<file path="src/rtl/dac_update_scheduler.sv">
// ---------------------------------------------------------------------------
// dac_update_scheduler
//
// Purpose:
//   Paces DAC updates at a fixed slot rate derived from clk_1MHz. In each
//   slot it picks either the DDS wave sample or a pending one-shot override,
//   clamps the code to CODE_MAX and hands it to the SPI DAC transmitter
//   through a dac_start / dac_busy handshake. Slots that cannot be serviced
//   are dropped and counted in a saturating overrun counter.
//
// Handshake:
//   dac_start is a one-cycle pulse and dac_value is stable whenever it is
//   high. The transmitter raises dac_busy while its frame is in flight. A
//   transfer is finished when dac_busy returns low after having been seen
//   high. If dac_busy never rises within 4 cycles of the pulse, the
//   handshake is considered lost. The override side is a level request
//   (ovr_req, with ovr_value held stable) acknowledged by a single ovr_ack
//   pulse, which is always coincident with dac_start.
//
// Ports:
//   clk_1MHz     system clock, rising edge
//   rst          synchronous active-high reset
//   enable       1 runs the slot counter, 0 holds it at 0 (no slots)
//   wave_value   DDS sample, sampled in slot cycles only
//   ovr_req      override request level, held until ovr_ack
//   ovr_value    override code
//   ovr_ack      one-cycle pulse when the override code is issued
//   dac_busy     transmitter frame in flight
//   dac_value    registered code presented to the transmitter
//   dac_start    one-cycle start pulse to the transmitter
//   src_sel      source of last issued code (0 wave, 1 override)
//   sample_tick  high in the slot cycle
//   cnt_clr      synchronous clear of overrun_cnt (wins over increment)
//   overrun_cnt  saturating count of dropped slots / lost handshakes
//   dbg_state    FSM state: 0 IDLE, 1 ACCEPT, 2 XFER
// ---------------------------------------------------------------------------
module dac_update_scheduler #(
  parameter int unsigned SAMPLE_DIV = 20,
  parameter logic [11:0] CODE_MAX   = 12'd4095
) (
  input  logic        clk_1MHz,
  input  logic        rst,
  input  logic        enable,
  input  logic [11:0] wave_value,
  input  logic        ovr_req,
  input  logic [11:0] ovr_value,
  output logic        ovr_ack,
  input  logic        dac_busy,
  output logic [11:0] dac_value,
  output logic        dac_start,
  output logic        src_sel,
  output logic        sample_tick,
  input  logic        cnt_clr,
  output logic [7:0]  overrun_cnt,
  output logic [1:0]  dbg_state
);

  localparam logic [15:0] DIV_LAST = 16'(SAMPLE_DIV - 1);

  typedef enum logic [1:0] {
    ST_IDLE   = 2'd0,
    ST_ACCEPT = 2'd1,
    ST_XFER   = 2'd2
  } state_t;

  state_t      r_state;
  logic [15:0] r_cnt;
  logic [1:0]  r_wait;
  logic [11:0] r_dac_value;
  logic        r_dac_start;
  logic        r_ovr_ack;
  logic        r_src_sel;
  logic [7:0]  r_overrun;

  logic        w_tick;
  logic [11:0] w_raw;
  logic [11:0] w_code;
  logic        w_issue;
  logic        w_drop;
  logic        w_timeout;

  // Slot counter: free-running modulo SAMPLE_DIV while enabled.
  always_ff @(posedge clk_1MHz) begin
    if (rst || !enable) begin
      r_cnt <= '0;
    end else if (r_cnt == DIV_LAST) begin
      r_cnt <= '0;
    end else begin
      r_cnt <= r_cnt + 16'd1;
    end
  end

  assign w_tick = (r_cnt == DIV_LAST) && enable;

  assign w_raw  = ovr_req ? ovr_value : wave_value;
  assign w_code = (w_raw > CODE_MAX) ? CODE_MAX : w_raw;

  // A slot is serviced from IDLE, or from XFER when the transmitter
  // releases busy in the very slot cycle. Otherwise the slot is lost.
  assign w_issue   = w_tick && ((r_state == ST_IDLE) ||
                                ((r_state == ST_XFER) && !dac_busy));
  assign w_drop    = w_tick && ((r_state == ST_ACCEPT) ||
                                ((r_state == ST_XFER) && dac_busy));
  assign w_timeout = (r_state == ST_ACCEPT) && !dac_busy && (r_wait == 2'd3);

  always_ff @(posedge clk_1MHz) begin
    if (rst) begin
      r_state     <= ST_IDLE;
      r_wait      <= '0;
      r_dac_value <= '0;
      r_dac_start <= 1'b0;
      r_ovr_ack   <= 1'b0;
      r_src_sel   <= 1'b0;
    end else begin
      r_dac_start <= 1'b0;
      r_ovr_ack   <= 1'b0;
      if (w_issue) begin
        r_dac_value <= w_code;
        r_src_sel   <= ovr_req;
        r_dac_start <= 1'b1;
        r_ovr_ack   <= ovr_req;
        r_wait      <= '0;
        r_state     <= ST_ACCEPT;
      end else begin
        case (r_state)
          ST_IDLE: begin
            r_state <= ST_IDLE;
          end
          ST_ACCEPT: begin
            if (dac_busy) begin
              r_state <= ST_XFER;
            end else if (r_wait == 2'd3) begin
              // Four cycles without busy: the handshake was lost.
              r_state <= ST_IDLE;
            end else begin
              r_wait <= r_wait + 2'd1;
            end
          end
          ST_XFER: begin
            if (!dac_busy) begin
              r_state <= ST_IDLE;
            end
          end
          default: begin
            r_state <= ST_IDLE;
          end
        endcase
      end
    end
  end

  always_ff @(posedge clk_1MHz) begin
    if (rst || cnt_clr) begin
      r_overrun <= '0;
    end else if ((w_drop || w_timeout) && (r_overrun != 8'hFF)) begin
      r_overrun <= r_overrun + 8'd1;
    end
  end

  assign sample_tick = w_tick;
  assign dac_value   = r_dac_value;
  assign dac_start   = r_dac_start;
  assign ovr_ack     = r_ovr_ack;
  assign src_sel     = r_src_sel;
  assign overrun_cnt = r_overrun;
  assign dbg_state   = r_state;

endmodule

</file>
<file path="config.mk">
export PLATFORM = sky130hd
export DESIGN_NAME = dac_update_scheduler
export DESIGN_NICKNAME = d
export VERILOG_FILES = /design/src/rtl/dac_update_scheduler.sv
export SDC_FILE = /design/constraint.sdc
export NUM_CORES = 1
export LEC_CHECK = 0
export BUFFER_PORTS_ARGS = -buffer_cell sky130_fd_sc_hd__buf_2
export CORE_MARGIN = 2
export CORE_UTILIZATION = 57
export CTS_BUF_LIST = sky130_fd_sc_hd__clkbuf_8
export DETAILED_ROUTE_END_ITERATION = 7
export PLACE_DENSITY = 0.86
export SLEW_MARGIN = 15
export SYNTH_ARGS = -nofsm -noshare
export SYNTH_HDL_FRONTEND = slang
export SYNTH_SLANG_ARGS = --single-unit
</file>
<file path="constraint.sdc">
create_clock -name clk_1MHz -period 3.9 [get_ports clk_1MHz]
set_input_delay 0.39 -clock clk_1MHz [delete_from_list [all_inputs] [get_ports clk_1MHz]]
set_output_delay 0.39 -clock clk_1MHz [all_outputs]
set_load 0.1 [all_outputs]
</file>
==> metrics.csv, run 1 <==
metric;value;unit
net load switching power;175;uW
Post-DP HPWL;3.05;mm
wire length of the first global-routing pass;7.01;mm
Rows;21;
initial standard-cell utilization of the core;0.606;
area of the core;3420;um2
number of remaining DRC errors;0;
maximum number of pins on one net before global-route repair;25;
flops & latches, synth;43;
CP peak stage delay;490;ps
combined buffer and inverter count along the critical path;1;
antenna fix cells;0;
count of unique library cells instantiated by Yosys;42;
Max Clock Skew;9.15;ps
Worst-Margin Slew;871;ps
achievable frequency;402;MHz
register area share after synthesis;0.416;
post-DR wirelength/cell;13.1;um
met3 routing resource usage after global routing;0.0546;
fraction of registers with async set/reset;0;
top-area cell type share of the netlist area;0.416;
share of the clock period used by the worst path after layout;0.639;
Pre-antenna DRT Iters;4;
hold wc startpoint;cnt_clr;
cell at the slowest stage of the critical path;buf_2;
unrepaired setup endpoints after global routing;false;
setup slack of the worst register-to-register path;1570;ps
worst slack, placed;1690;ps
total congestion overflow;0;
Gates resized, CTS repair;0;
max-slew violations;0;
total setup buffers inserted after CTS;0;
final setup TNS;0;ps
utilization of the core after routing;0.718;
top-level I/O count;56;
most used flip-flop cell after synthesis;dfxtp_1;
launch instance of the worst register-to-register path;r_cnt[0];
critical path capture point type;output port;
number of clock sinks;43;
hold path endpoint;overrun_cnt[5];
Design Power;762;uW
placed cells;314;
number of global-route vias before repair;1582;
maximum count of clock buffers along a single path;2;
outcome;complete, no violations;
GRT Resource Usage Total;0.216;
maximum fanout along the worst path;5;
Final min period;2490;ps
classification of the worst setup path;register to output port;
Relative slew margins;0.419;
non-filler instance count after layout;322;
switching part of the total;0.230;
clock latency reported for the late side of the worst-skew pair;300;ps
static leakage power;0.000951;uW
most area-hungry cell type in the Yosys netlist;dfxtp_1;
total of hold buffers inserted after clock tree synthesis;0;
worst vdd ir;258;uV
Flop pwr share;0.578;
final weighted congestion in routability-driven placement;0.817;
Combinational Power Share;0.054;
cell count of the worst reg-to-reg path;5;
Final Hold Vio Count;0;
count of filler cells inserted in the layout;277;
Die Width;64.3;um
final wirelength;4.21;mm
antenna violations before repair;0;
number of setup violations in the final report;0;
Critical Path RT;3510;ps
Pint;587;uW
via count;1745;
fraction of the mapped netlist area in compound gates;0.0593;
post-synthesis net count;255;
most area-consuming cells after synthesis;dfxtp_1, mux2i_1, nor2_1, mux2_2, xor2_1;
count of yosys warnings during synthesis;0;
area share of xor/xnor cells in the synthesized design;0.0677;
power density normalized to cell area;310;nW/um2
ANT nets after route;0;
synthesized area;2070;um2
Avg Cell Area, Syn;9.32;um2
area added between synthesis and finish;18.6;%
multiplexer fraction of the synthesized cell area;0.138;
die footprint;4130;um2
total clock buffers created by CTS;5;
CTS tree;yes;
dominant combinational cell family by area after synthesis;simple AND/OR/NAND/NOR gates;
Worst Setup Start Kind;register;
cell count of the worst hold path;3;
final setup margin;1410;ps
proportion of power drawn by the clock network;0.368;
library cell with the highest instance count after synthesis;dfxtp_1;
simple-gate area share of the yosys netlist;0.271;
layer carrying the most global-route usage;met2;
Maximum Capacitance Violations;0;
detailed router's first-iteration violation count;114;
cell-by-cell trace of the critical path;ha_1 -> nor2b_1 -> nand4_1 -> nor4b_2 -> buf_2;
met2 track utilization from global routing;0.339;
class of the most critical hold timing path;input port to register;
Largest delay share family, worst path;simple AND/OR/NAND/NOR gates;
cells after synthesis;222;
cell chosen for the clock root;clkbuf_8;
data arrival time of the critical path;2100;ps
clock slew at reported path FFs;80;ps
fraction of layout cells with a size suffix above 1;0.308;
number of enable flip-flop cells after synthesis;0;
most used standard cells in the synthesized netlist;dfxtp_1, nor2_1, mux2i_1, mux2_2;
global-route met1 utilization;0.268;
quantity of I/O buffers inserted on ports;55;
Post-Synth Adder-Cell Area;0.0181;
Vias/cell;5.42;
endpoint of the most critical register-to-register path;src_sel;
count of H-tree levels built during CTS;2;
overall die height;64.3;um
number of nets in the finished design;308;
==> per-stage QoR <==
stage / area, um2 / hold slack [ps]
2_1_floorplan: 2080 / 441
3_3_place_gp: 2360 / 455
3_5_place_dp: 2360 / 468
4_1_cts: 2450 / 387
5_1_grt: 2450 / 390
6_report: 2450 / 385
==> worst max path at each step <==
stage,from,to,slack [ps],depth (start not counted)
2_1_floorplan,r_cnt[0],ovr_ack,770,6
3_3_place_gp,r_cnt[2],src_sel,1800,5
3_5_place_dp,r_cnt[0],src_sel,1690,5
4_1_cts,r_cnt[0],sample_tick,1400,5
5_1_grt,r_cnt[0],sample_tick,1240,5
6_report,r_cnt[0],sample_tick,1410,5
==> cell families (layout without fill, tap and decap cells) <==
| logic type | count (synthesis) | after routing |
|---|---|---|
| AOI/OAI and AO/OA | 18 | 18 |
| xor gates and xnor gates | 16 | 16 |
| adders and majority gates | 3 | 3 |
| buffers and inverters | 14 | 68 |
| DFF | 43 | 43 |
| muxes | 27 | 27 |
| and+or+nand+nor | 101 | 101 |
==> worst min-delay path, stage by stage <==
cell	delay, ps
buf_2	90
or3_1	90
mux2i_1	60
==> routing by layer <==
metal / routed length [um] / vias up / share of wire
met5: 0 / - / 0
met4: 72 / 0 / 0.017
met1: 1910 / 803 / 0.45
met2: 2020 / 43 / 0.48
li1: - / 891 / -
met3: 209 / 8 / 0.050
==> area by class of cell <==
| class | instances | area (um2) | area share |
|---|---|---|---|
| clock buffer | 5 | 68.8 | 0.0280 |
| clock inverter | 3 | 20.0 | 0.00816 |
| inverter | 5 | 18.8 | 0.00765 |
| multi-input combinational | 165 | 1150 | 0.470 |
| sequential | 43 | 861 | 0.351 |
| tap | 46 | 57.6 | 0.0235 |
| timing repair buffer | 55 | 275 | 0.112 |
==> flip-flops by register name, indices dropped and copies added (netlist names) <==
register and count:
dac_start 1, dac_value 12, dbg_state 2, overrun_cnt 8, ovr_ack 1, r_cnt 16, r_wait 2, src_sel 1
==> cells in the final DEF (no fill, tap or decap), types with 3 or more instances in the layout <==
master	synthesis	routed
nand4_1	5	5
clkbuf_8	0	5
buf_2	2	55
nand3_1	11	11
nand2_1	11	11
nor3_1	8	8
xnor2_1	7	7
ha_1	3	3
a21oi_1	6	6
nor3b_1	3	3
nor2_1	37	37
xor2_1	9	9
mux2_2	12	12
inv_1	5	5
dfxtp_1	43	43
mux2i_1	15	15
or4_1	4	4
o31ai_1	3	3
nor4b_1	4	3
==> power groups by stage <==
stage	clock network, uW	logic, uW	registers, uW
after global placement	0	40.4	451
final	280	41.2	441
after CTS	285	41.7	441
after detailed placement	0	41.5	451
after floorplan	0	22.5	451
after global routing	306	46.6	441
Power figures use the tool's default switching activity.
==> inputs of run 2 (changes only) <==
CORE_UTILIZATION = 49   (was 57)
PLACE_DENSITY = 0.78   (was 0.86)
clock period = 2.2 ns   (was 3.9 ns; I/O delays follow)
==> run 2 against run 1 <==
Compared with the run above:
- clock skew fell by 3.8 ps
- worst setup slack got worse by 1200 ps
- register-to-register slack worse by 1300 ps
- design area increased by 3.2%
- final cell count rose by 1.9%
- highest routed layer unchanged
- hold slack got worse by 170 ps
- wire length rose by 5.4%
- largest power group unchanged
- die area is 15% higher
- sequential cell count stayed put
==> metrics.csv, run 2 (same netlist as run 1, synthesis figures left out) <==
metric;value;unit
final wirelength;4.44;mm
die footprint;4760;um2
share of the clock period used by the worst path after layout;0.926;
Flop pwr share;0.558;
Pint;1100;uW
cell count of the worst hold path;3;
Combinational Power Share;0.053;
Worst Setup Start Kind;register;
GRT Resource Usage Total;0.193;
commonest non-fill, non-tap cells in the layout;buf_2, nor2_1, dfxtp_1;
Final Hold Vio Count;0;
antenna fix cells;0;
clock slew at reported path FFs;80;ps
worst hold slack;212;ps
fraction of layout cells with a size suffix above 1;0.363;
via count;1797;
detailed router's first-iteration violation count;77;
Rows;23;
unrepaired setup endpoints after global routing;false;
Relative slew margins;0.612;
Maximum Capacitance Violations;0;
total clock buffers created by CTS;5;
area of the core;4030;um2
maximum count of clock buffers along a single path;2;
Vias/cell;5.48;
total congestion overflow;0;
maximum number of pins on one net before global-route repair;25;
utilization of the core after routing;0.629;
proportion of power drawn by the clock network;0.388;
post-DR wirelength/cell;13.5;um
Worst-Margin Slew;577;ps
class of the most critical hold timing path;input port to register;
register with the most flip-flops;r_cnt;
most frequent standard cell in the layout excluding fill and tap cells;buf_2;
wire length of the first global-routing pass;6.87;mm
maximum fanout along the worst path;4;
number of nets in the finished design;310;
initial standard-cell utilization of the core;0.514;
outcome;complete, no violations;
ANT nets after route;0;
total setup buffers inserted after CTS;0;
Pre-antenna DRT Iters;4;
number of setup violations in the final report;0;
Die Width;69.0;um
CTS tree;yes;
final weighted congestion in routability-driven placement;0.869;
worst vdd ir;440;uV
clock latency reported for the late side of the worst-skew pair;300;ps
quantity of I/O buffers inserted on ports;55;
data arrival time of the critical path;1820;ps
net load switching power;298;uW
count of filler cells inserted in the layout;372;
number of remaining DRC errors;0;
number of global-route vias before repair;1595;
achievable frequency;491;MHz
cell chosen for the clock root;clkbuf_8;
power density normalized to cell area;554;nW/um2
count of H-tree levels built during CTS;2;
area added between synthesis and finish;22.4;%
cell count of the worst reg-to-reg path;6;
antenna violations before repair;0;
Post-DP HPWL;3.20;mm
Final min period;2040;ps
top-level I/O count;56;
critical path capture point type;output port;
max-slew violations;0;
switching part of the total;0.213;
overall die height;69.0;um
number of clock sinks;43;
Max Clock Skew;5.35;ps
classification of the worst setup path;register to output port;
number of flip-flops under the largest register name;16;
static leakage power;0.000985;uW
final setup TNS;0;ps
Critical Path RT;1980;ps
Design Power;1400;uW
## run 2: per-layer routing
metal	GRT usage	wire length, um
met5	0	0
met4	0.0588	62
met3	0.0617	231
met2	0.329	2170
met1	0.231	1970
## run 2: what timing repair did
item | in CTS | in global routing
hold buffers | 0 | 0
gates resized for setup | 0 | 2
hold endpoints to repair | 0 | 0
setup endpoints to repair | 0 | 1
## run 2: path summary, 6_finish.rpt
check / start / to / slack [ps]
min reg2reg: overrun_cnt[5] / overrun_cnt[5] / 480
max reg2reg: r_wait[0] / overrun_cnt[7] / 270
min: cnt_clr / overrun_cnt[5] / 210
max: r_cnt[4] / sample_tick / 160
## run 2: area by class of cell
| cell class | count | area [um2] | area share |
|---|---|---|---|
| inverters | 5 | 18.8 | 0.00741 |
| clock buffers | 7 | 96.3 | 0.0380 |
| multi-input cells | 165 | 1180 | 0.466 |
| clock inverters | 1 | 3.75 | 0.00148 |
| well taps | 50 | 62.6 | 0.0247 |
| repair buffers | 57 | 293 | 0.116 |
| flip-flops and latches | 43 | 877 | 0.346 |
## run 2: power by group through the flow
stage	clock network (uW)	logic [uW]	registers [uW]
finish	544	74.9	782
detailed placement	0	75.5	801
global route	588	84.2	783
CTS	561	75.8	782
global placement	0	73.9	801
floorplan	0	40.8	800
## run 2: stage by stage
stage / instances / area, um2 / setup slack (ps)
2_1_floorplan: 222 / 2120 / -140
3_3_place_gp: 320 / 2430 / 353
3_5_place_dp: 320 / 2430 / 303
4_1_cts: 328 / 2530 / 43.3
5_1_grt: 328 / 2530 / 15.6
6_report: 328 / 2530 / 162
## run 2: critical path, cell delays in order (launching register included)
cell,delay [ps]
dfxtp_1,400
nor4b_2,320
nand4_1,190
nor4b_4,270
buf_4,340
